--- config.mk ---
export PLATFORM = sky130hd
export DESIGN_NAME = alu_ctrl_seq
export DESIGN_NICKNAME = d
export VERILOG_FILES = /design/src/rtl/alu_ctrl_seq.sv
export SDC_FILE = /design/constraint.sdc
export NUM_CORES = 1
export LEC_CHECK = 0
export BUFFER_PORTS_ARGS = -buffer_cell sky130_fd_sc_hd__buf_4
export CELL_PAD_IN_SITES_DETAIL_PLACEMENT = 1
export CELL_PAD_IN_SITES_GLOBAL_PLACEMENT = 2
export CORE_ASPECT_RATIO = 0.6
export CORE_MARGIN = 2
export CORE_UTILIZATION = 28
export CTS_CLUSTER_SIZE = 30
export DETAILED_ROUTE_END_ITERATION = 8
export MAX_ROUTING_LAYER = met4
export PLACE_DENSITY_LB_ADDON = 0.1
export SKIP_CTS_REPAIR_TIMING = 1
export SYNTH_ARGS = -nofsm -noshare
export SYNTH_HDL_FRONTEND = slang
export SYNTH_SLANG_ARGS = --single-unit
--- constraint.sdc ---
create_clock -name clk_i -period 1.9 [get_ports clk_i]
set_input_delay 0 -clock clk_i [delete_from_list [all_inputs] [get_ports clk_i]]
set_output_delay 0 -clock clk_i [all_outputs]
set_load 0.05 [all_outputs]
--- src/rtl/alu_ctrl_seq.sv ---
// EX-stage ALU control: decodes {funct7,funct3}/ALUOp into a registered op code and sequences multi-cycle ops.
// Optional DIV/REM support is enabled by defining ALU_CTRL_DIV_EN.
module alu_ctrl_seq #(
   parameter int CTRL_W  = 4,
   parameter int MUL_LAT = 4,
   parameter int DIV_LAT = 33
) (
   input  logic              clk_i,
   input  logic              rst_i,
   input  logic              valid_i,
   output logic              ready_o,
   input  logic              flush_i,
   input  logic [9:0]        funct_i,
   input  logic [1:0]        ALUOp_i,
   output logic [CTRL_W-1:0] ALUCtrl_o,
   output logic              ctrl_valid_o,
   output logic              illegal_o,
   output logic              stall_o,
   output logic              done_o,
   output logic              state_dbg_o
);

   // Handshake: a request transfers on a rising edge where valid_i & ready_o & ~flush_i;
   // the requester keeps valid_i and its fields stable until then.

   localparam logic [3:0] OP_AND  = 4'h0;
   localparam logic [3:0] OP_XOR  = 4'h1;
   localparam logic [3:0] OP_SLL  = 4'h2;
   localparam logic [3:0] OP_ADD  = 4'h3;
   localparam logic [3:0] OP_SUB  = 4'h4;
   localparam logic [3:0] OP_MUL  = 4'h5;
   localparam logic [3:0] OP_ADDI = 4'h6;
   localparam logic [3:0] OP_SRAI = 4'h7;
   localparam logic [3:0] OP_DIV  = 4'h8;
   localparam logic [3:0] OP_REM  = 4'h9;
   localparam logic [3:0] OP_NOP  = 4'hF;

`ifdef ALU_CTRL_DIV_EN
   localparam int MAX_LAT = (DIV_LAT > MUL_LAT) ? DIV_LAT : MUL_LAT;
`else
   localparam int MAX_LAT = MUL_LAT + 0 * DIV_LAT;
`endif
   localparam int CNT_W = $clog2(MAX_LAT) + 1;

   localparam logic [CNT_W-1:0] MUL_CNT = CNT_W'(MUL_LAT - 1);
`ifdef ALU_CTRL_DIV_EN
   localparam logic [CNT_W-1:0] DIV_CNT = CNT_W'(DIV_LAT - 1);
`endif

   typedef enum logic {
      S_IDLE = 1'b0,
      S_BUSY = 1'b1
   } state_t;

   state_t            state_q, state_d;
   logic [CNT_W-1:0]  cnt_q, cnt_d;
   logic [CTRL_W-1:0] ctrl_q, ctrl_d;
   logic              cvalid_q, cvalid_d;
   logic              illegal_q, illegal_d;

   logic [6:0]        f7;
   logic [2:0]        f3;
   logic [3:0]        dec_code;
   logic              dec_ill;
   logic              dec_multi;
   logic [CNT_W-1:0]  dec_cnt;
   logic              accept;

   assign f7 = funct_i[9:3];
   assign f3 = funct_i[2:0];

   // Combinational decode; every path leaves a complete result.
   always_comb begin
      dec_code  = OP_NOP;
      dec_ill   = 1'b1;
      dec_multi = 1'b0;
      dec_cnt   = '0;
      case (ALUOp_i)
         2'b00: begin
            case (f3)
               3'b000: begin
                  if (f7 == 7'b0000000) begin
                     dec_code = OP_ADD;
                     dec_ill  = 1'b0;
                  end else if (f7 == 7'b0100000) begin
                     dec_code = OP_SUB;
                     dec_ill  = 1'b0;
                  end else if (f7 == 7'b0000001) begin
                     dec_code  = OP_MUL;
                     dec_ill   = 1'b0;
                     dec_multi = 1'b1;
                     dec_cnt   = MUL_CNT;
                  end
               end
               3'b100: begin
                  if (f7 == 7'b0000000) begin
                     dec_code = OP_XOR;
                     dec_ill  = 1'b0;
`ifdef ALU_CTRL_DIV_EN
                  end else if (f7 == 7'b0000001) begin
                     dec_code  = OP_DIV;
                     dec_ill   = 1'b0;
                     dec_multi = 1'b1;
                     dec_cnt   = DIV_CNT;
`endif
                  end
               end
`ifdef ALU_CTRL_DIV_EN
               3'b110: begin
                  if (f7 == 7'b0000001) begin
                     dec_code  = OP_REM;
                     dec_ill   = 1'b0;
                     dec_multi = 1'b1;
                     dec_cnt   = DIV_CNT;
                  end
               end
`endif
               3'b111: begin
                  if (f7 == 7'b0000000) begin
                     dec_code = OP_AND;
                     dec_ill  = 1'b0;
                  end
               end
               3'b001: begin
                  if (f7 == 7'b0000000) begin
                     dec_code = OP_SLL;
                     dec_ill  = 1'b0;
                  end
               end
               // Loads/stores: f7 carries immediate bits and is ignored.
               3'b010: begin
                  dec_code = OP_ADD;
                  dec_ill  = 1'b0;
               end
               default: ;
            endcase
         end
         2'b01: begin
            if (f3 == 3'b000) begin
               dec_code = OP_ADDI;
               dec_ill  = 1'b0;
            end else if (f3 == 3'b101 && f7 == 7'b0100000) begin
               dec_code = OP_SRAI;
               dec_ill  = 1'b0;
            end
         end
         2'b10: begin
            dec_code = OP_SUB;
            dec_ill  = 1'b0;
         end
         default: ;
      endcase
   end

   assign accept = valid_i && (state_q == S_IDLE) && !flush_i;

   // Next-state: flush dominates, then a new transfer, then the BUSY countdown.
   always_comb begin
      state_d   = state_q;
      cnt_d     = cnt_q;
      ctrl_d    = ctrl_q;
      cvalid_d  = 1'b0;
      illegal_d = 1'b0;
      if (flush_i) begin
         state_d = S_IDLE;
         cnt_d   = '0;
         ctrl_d  = CTRL_W'(OP_NOP);
      end else if (accept) begin
         ctrl_d    = CTRL_W'(dec_code);
         cvalid_d  = 1'b1;
         illegal_d = dec_ill;
         if (dec_multi) begin
            state_d = S_BUSY;
            cnt_d   = dec_cnt;
         end
      end else if (state_q == S_BUSY) begin
         if (cnt_q == '0) begin
            state_d = S_IDLE;
         end else begin
            cnt_d = cnt_q - CNT_W'(1);
         end
      end
   end

   always_ff @(posedge clk_i or negedge rst_i) begin
      if (!rst_i) begin
         state_q   <= S_IDLE;
         cnt_q     <= '0;
         ctrl_q    <= CTRL_W'(OP_NOP);
         cvalid_q  <= 1'b0;
         illegal_q <= 1'b0;
      end else begin
         state_q   <= state_d;
         cnt_q     <= cnt_d;
         ctrl_q    <= ctrl_d;
         cvalid_q  <= cvalid_d;
         illegal_q <= illegal_d;
      end
   end

   assign ready_o      = (state_q == S_IDLE);
   assign stall_o      = (state_q == S_BUSY);
   assign done_o       = (state_q == S_BUSY) && (cnt_q == '0);
   assign ALUCtrl_o    = ctrl_q;
   assign ctrl_valid_o = cvalid_q;
   assign illegal_o    = illegal_q;
   assign state_dbg_o  = state_q;

endmodule

==> summary.txt <==
Timing
  – Worst setup skew after layout: about 0.0015 ns
  – Max-slew violations: 0
  – Minimum clock period: 1.52 ns
  – PnR worst setup slack: 0.376 ns
  – Sum of negative setup slack: 0 ns
  – Unrepaired setup endpoints after global routing: false
  – Tcrit/Tclk final: between 80% and 90%
  – Final hold vios: 0
  – Maximum frequency from static timing analysis: 656 MHz
  – Worst hold slack: 0.0119 ns
  – Worst Tran Pin Value: 0.531 ns
  – Worst slew margin relative to its limit: between 60% and 70%
  – Final-report setup violation count: 0

Route
  – Antenna-violating nets left: 0
  – First-pass detailed-route iteration total: 3
  – Metal1 wirelength: approximately 1300 um
  – Mean routed wirelength per cell: 15.6 um
  – Met2 WL post-DR: 849 um
  – Mean number of vias per cell: 5.09
  – Vias: 723
  – Highest signal layer in the routed design: met3
  – Routed wire length: 2220 um
  – Total DRC errors in the routed layout: 0
  – Met3 layer wire length in the routed design: 100 um
  – Number of design-rule violations left by the first detailed-router iteration: 36

Layout
  – Layout cell share with drive strength beyond 1: 39.1%
  – Sequential cell area: 255 um^2
  – Number of diodes: 0
  – Filler instances: 306
  – Area of combinational cells with multiple inputs: 470 um^2
  – Syn-to-layout area delta: 33.4%
  – Final standard cell utilization of the core: between 40% and 50%
  – Count of nets after finishing: between 100 and 150

Critical path
  – Maximum fanout count along the critical path: 9
  – Worst setup path endpoint: ALUCtrl_o[3]$_DFFE_PN1N_
  – Critical Path Max Stage Delay: 0.46 ns
  – Capturing element type of the critical path: register
  – Ordered cell list for the critical path: nand2b_4, or3_4, a2111oi_1, a21oi_1
  – Number of gates on the worst path with buffers counted: 4
  – Startpoint of the worst setup timing path: stall_o$_DFFE_PN0P_
  – Start-to-end type of the worst setup path: register to register
  – CP startpoint kind: register
  – Cell class contributing the biggest share of worst-path delay: simple AND/OR/NAND/NOR gates
  – Required arrival time at the worst endpoint: 2.05 ns
  – Source of the worst register-to-register timing path: stall_o$_DFFE_PN0P_
  – Slowest library cell on the worst path: dfrtp_1
  – Arrival time at the worst endpoint: 1.67 ns
  – Reg2reg setup slack: 0.38 ns
  – Count of buffer and inverter cells on the critical path: 0
  – Cell count of the worst reg-to-reg path: 4
  – Endpoint of the worst-slack reg-to-reg timing path: ALUCtrl_o[3]$_DFFE_PN1N_

GRT
  – Number of antenna violations at the first check in global routing: 0
  – Total overflow reported by the global router: 0
  – Wire length of the first global-routing pass: 3860 um
  – Pin count of the biggest net entering global routing: 11
  – Number of global-route vias before repair: about 800
  – Overall Global Routing Usage: 15.9%

Job
  – MaxCap Viol Count: 0

Synth
  – Synthesized Nets: 104
  – Number of flops mapped to enable cells by yosys: 0
  – Post-synthesis sequential area ratio: approximately a third
  – Fraction of post-synthesis cell area in the top cell type by area: 19.1%
  – Flip-flop and latch count after synthesis: 10
  – Share of synthesized area spent on multiplexers: 0%
  – Mean instance size in the synthesized netlist: 9.47 um^2
  – Compound-Gate Fraction of Synth Area: approximately 22%
  – Post-synthesis cell area: between 700 and 800 um^2
  – Asr flop ratio synth: 100%
  – Synth top area cells: dfrtp_1 19%, dfstp_2 13%, ha_1 8.0%, a31oi_1 4.8%, nor2_1 4.3%
  – Adder-Cell Fraction of Synth Area: 7.96%
  – Basic-gate share of the synthesized area counting and, or, nand and nor cells: between 20% and 30%
  – Count of different cell masters after synthesis: 39
  – Most frequent cell after synthesis: nor2_1
  – Main combinational cell family by area after synthesis: simple AND/OR/NAND/NOR gates
  – Cell taking the most area after synthesis: dfrtp_1
  – Warnings, synthesis: 0
  – Top flip-flop cell by instance count after synthesis: dfrtp_1
  – Top cells by instance count after synthesis: 9 x nor2_1, 6 x a31oi_1, 6 x dfrtp_1, 6 x inv_1
  – Gate Count Post-Synth: 83
  – Xor and xnor area share after synthesis: under 10%

Floorplanning
  – Initial core utilization: a little under a third
  – I/O pin cnt: 26
  – Width of the die: about 72 um
  – Overall die height: 45.0 um
  – Std-Cell Rows: 14
  – Core Box Area: 2590 um^2
  – DIE AREA: 3260 um^2

Power and ir drop
  – Cell leakage power: roughly 0.45 nW
  – Largest vdd supply drop: 0.328 mV
  – Final total power: 0.646 mW
  – Power density cells: roughly 620 nW/um^2

Worst hold path
  – Type of the worst min-delay path: input port to register
  – Min-delay src: flush_i

CTS
  – CTS Buf Count: 3
  – Clock latency at the later pin of the worst-skew pair: between 0.2 and 0.25 ns
  – Clock sink total: 10
  – Clock edge transition at the registers on the reported setup and hold paths: 0.05 ns
  – Worst-case clock buffer depth: 2
  – Clock tree from TritonCTS: yes
  – Cell at the root of the clock tree: clkbuf_8
  – H-tree levels: 1

Placement
  – HPWL Detailed: 1800 um
  – Count of buffers inserted at the top-level ports: 25
  – Dpl ws: roughly 0.32 ns
  – Global placement routability congestion: between 0.7 and 0.8

Status
  – Outcome: finished clean
stage by stage:
step           instance area, um^2  cells
6_report                      1050    142
5_1_grt                       1050    142
4_1_cts                       1040    141
3_5_place_dp                   983    137
3_3_place_gp                   983    137
2_1_floorplan                  786     83
state kept, by name, indices dropped and copies added (netlist names):
register	flops
ALUCtrl_o	4
cnt_q	3
ctrl_valid_o	1
illegal_o	1
stall_o	1
routing by layer:
metal	global-route usage, %	up-vias
met3	2.90	0
met2	23.7	23
li1	-	358
met5	-	-
met4	1.11	0
met1	23.5	342
cells in the final DEF (no fill, tap or decap), types with 2 or more instances in the layout:
cell type  count
nor3_1         5
ha_1           5
dfrtp_1        6
dfstp_2        4
clkbuf_8       4
buf_4         26
inv_1          6
nand2_1        4
nand2b_1       2
a21oi_1        4
a31oi_1        6
and2b_1        2
nor2_1         9
cell families (layout without fill, tap and decap cells):
| family | Yosys count | after routing |
|---|---|---|
| AO/OA/AOI/OAI | 23 | 23 |
| XOR/XNOR | 2 | 2 |
| adder cells (fa/ha/maj) | 5 | 5 |
| buffers and inverters | 10 | 37 |
| flip-flops | 10 | 10 |
| AND/OR/NAND/NOR | 33 | 33 |
worst reg2reg max path, delay by kind of cell, from the launching register on:
family / cells / cell delay [ns]
compound gates: 2 / 0.45
flops: 1 / 0.46
simple gates: 2 / 0.52
worst min path at each step:
stage	endpoint	slack, ns	cells after the start
after global routing	cnt_q[2]$_DFFE_PN0P_	0.02	2
final	stall_o$_DFFE_PN0P_	0.01	2
after floorplan	cnt_q[0]$_DFFE_PN0P_	-0.30	0
after detailed placement	cnt_q[2]$_DFFE_PN0P_	-0.16	1
after CTS	cnt_q[2]$_DFFE_PN0P_	-0.41	1
after global placement	cnt_q[2]$_DFFE_PN0P_	-0.16	1
layout make-up:
cell class	count	share of cell area [%]
sequential	10	24.3
tap	32	3.82
clock buffer	4	5.25
timing repair buffer	27	19.6
multi-input combinational	63	44.9
inverter	6	2.15
report_power, final:
| part | switching (mW) | total (mW) | internal, mW |
|---|---|---|---|
| combinational | 0.0880 | 0.148 | 0.0595 |
| clock | 0.0868 | 0.269 | 0.182 |
| sequential | 0.00401 | 0.229 | 0.225 |
Note: power is estimated with default switching activity, not from simulation.
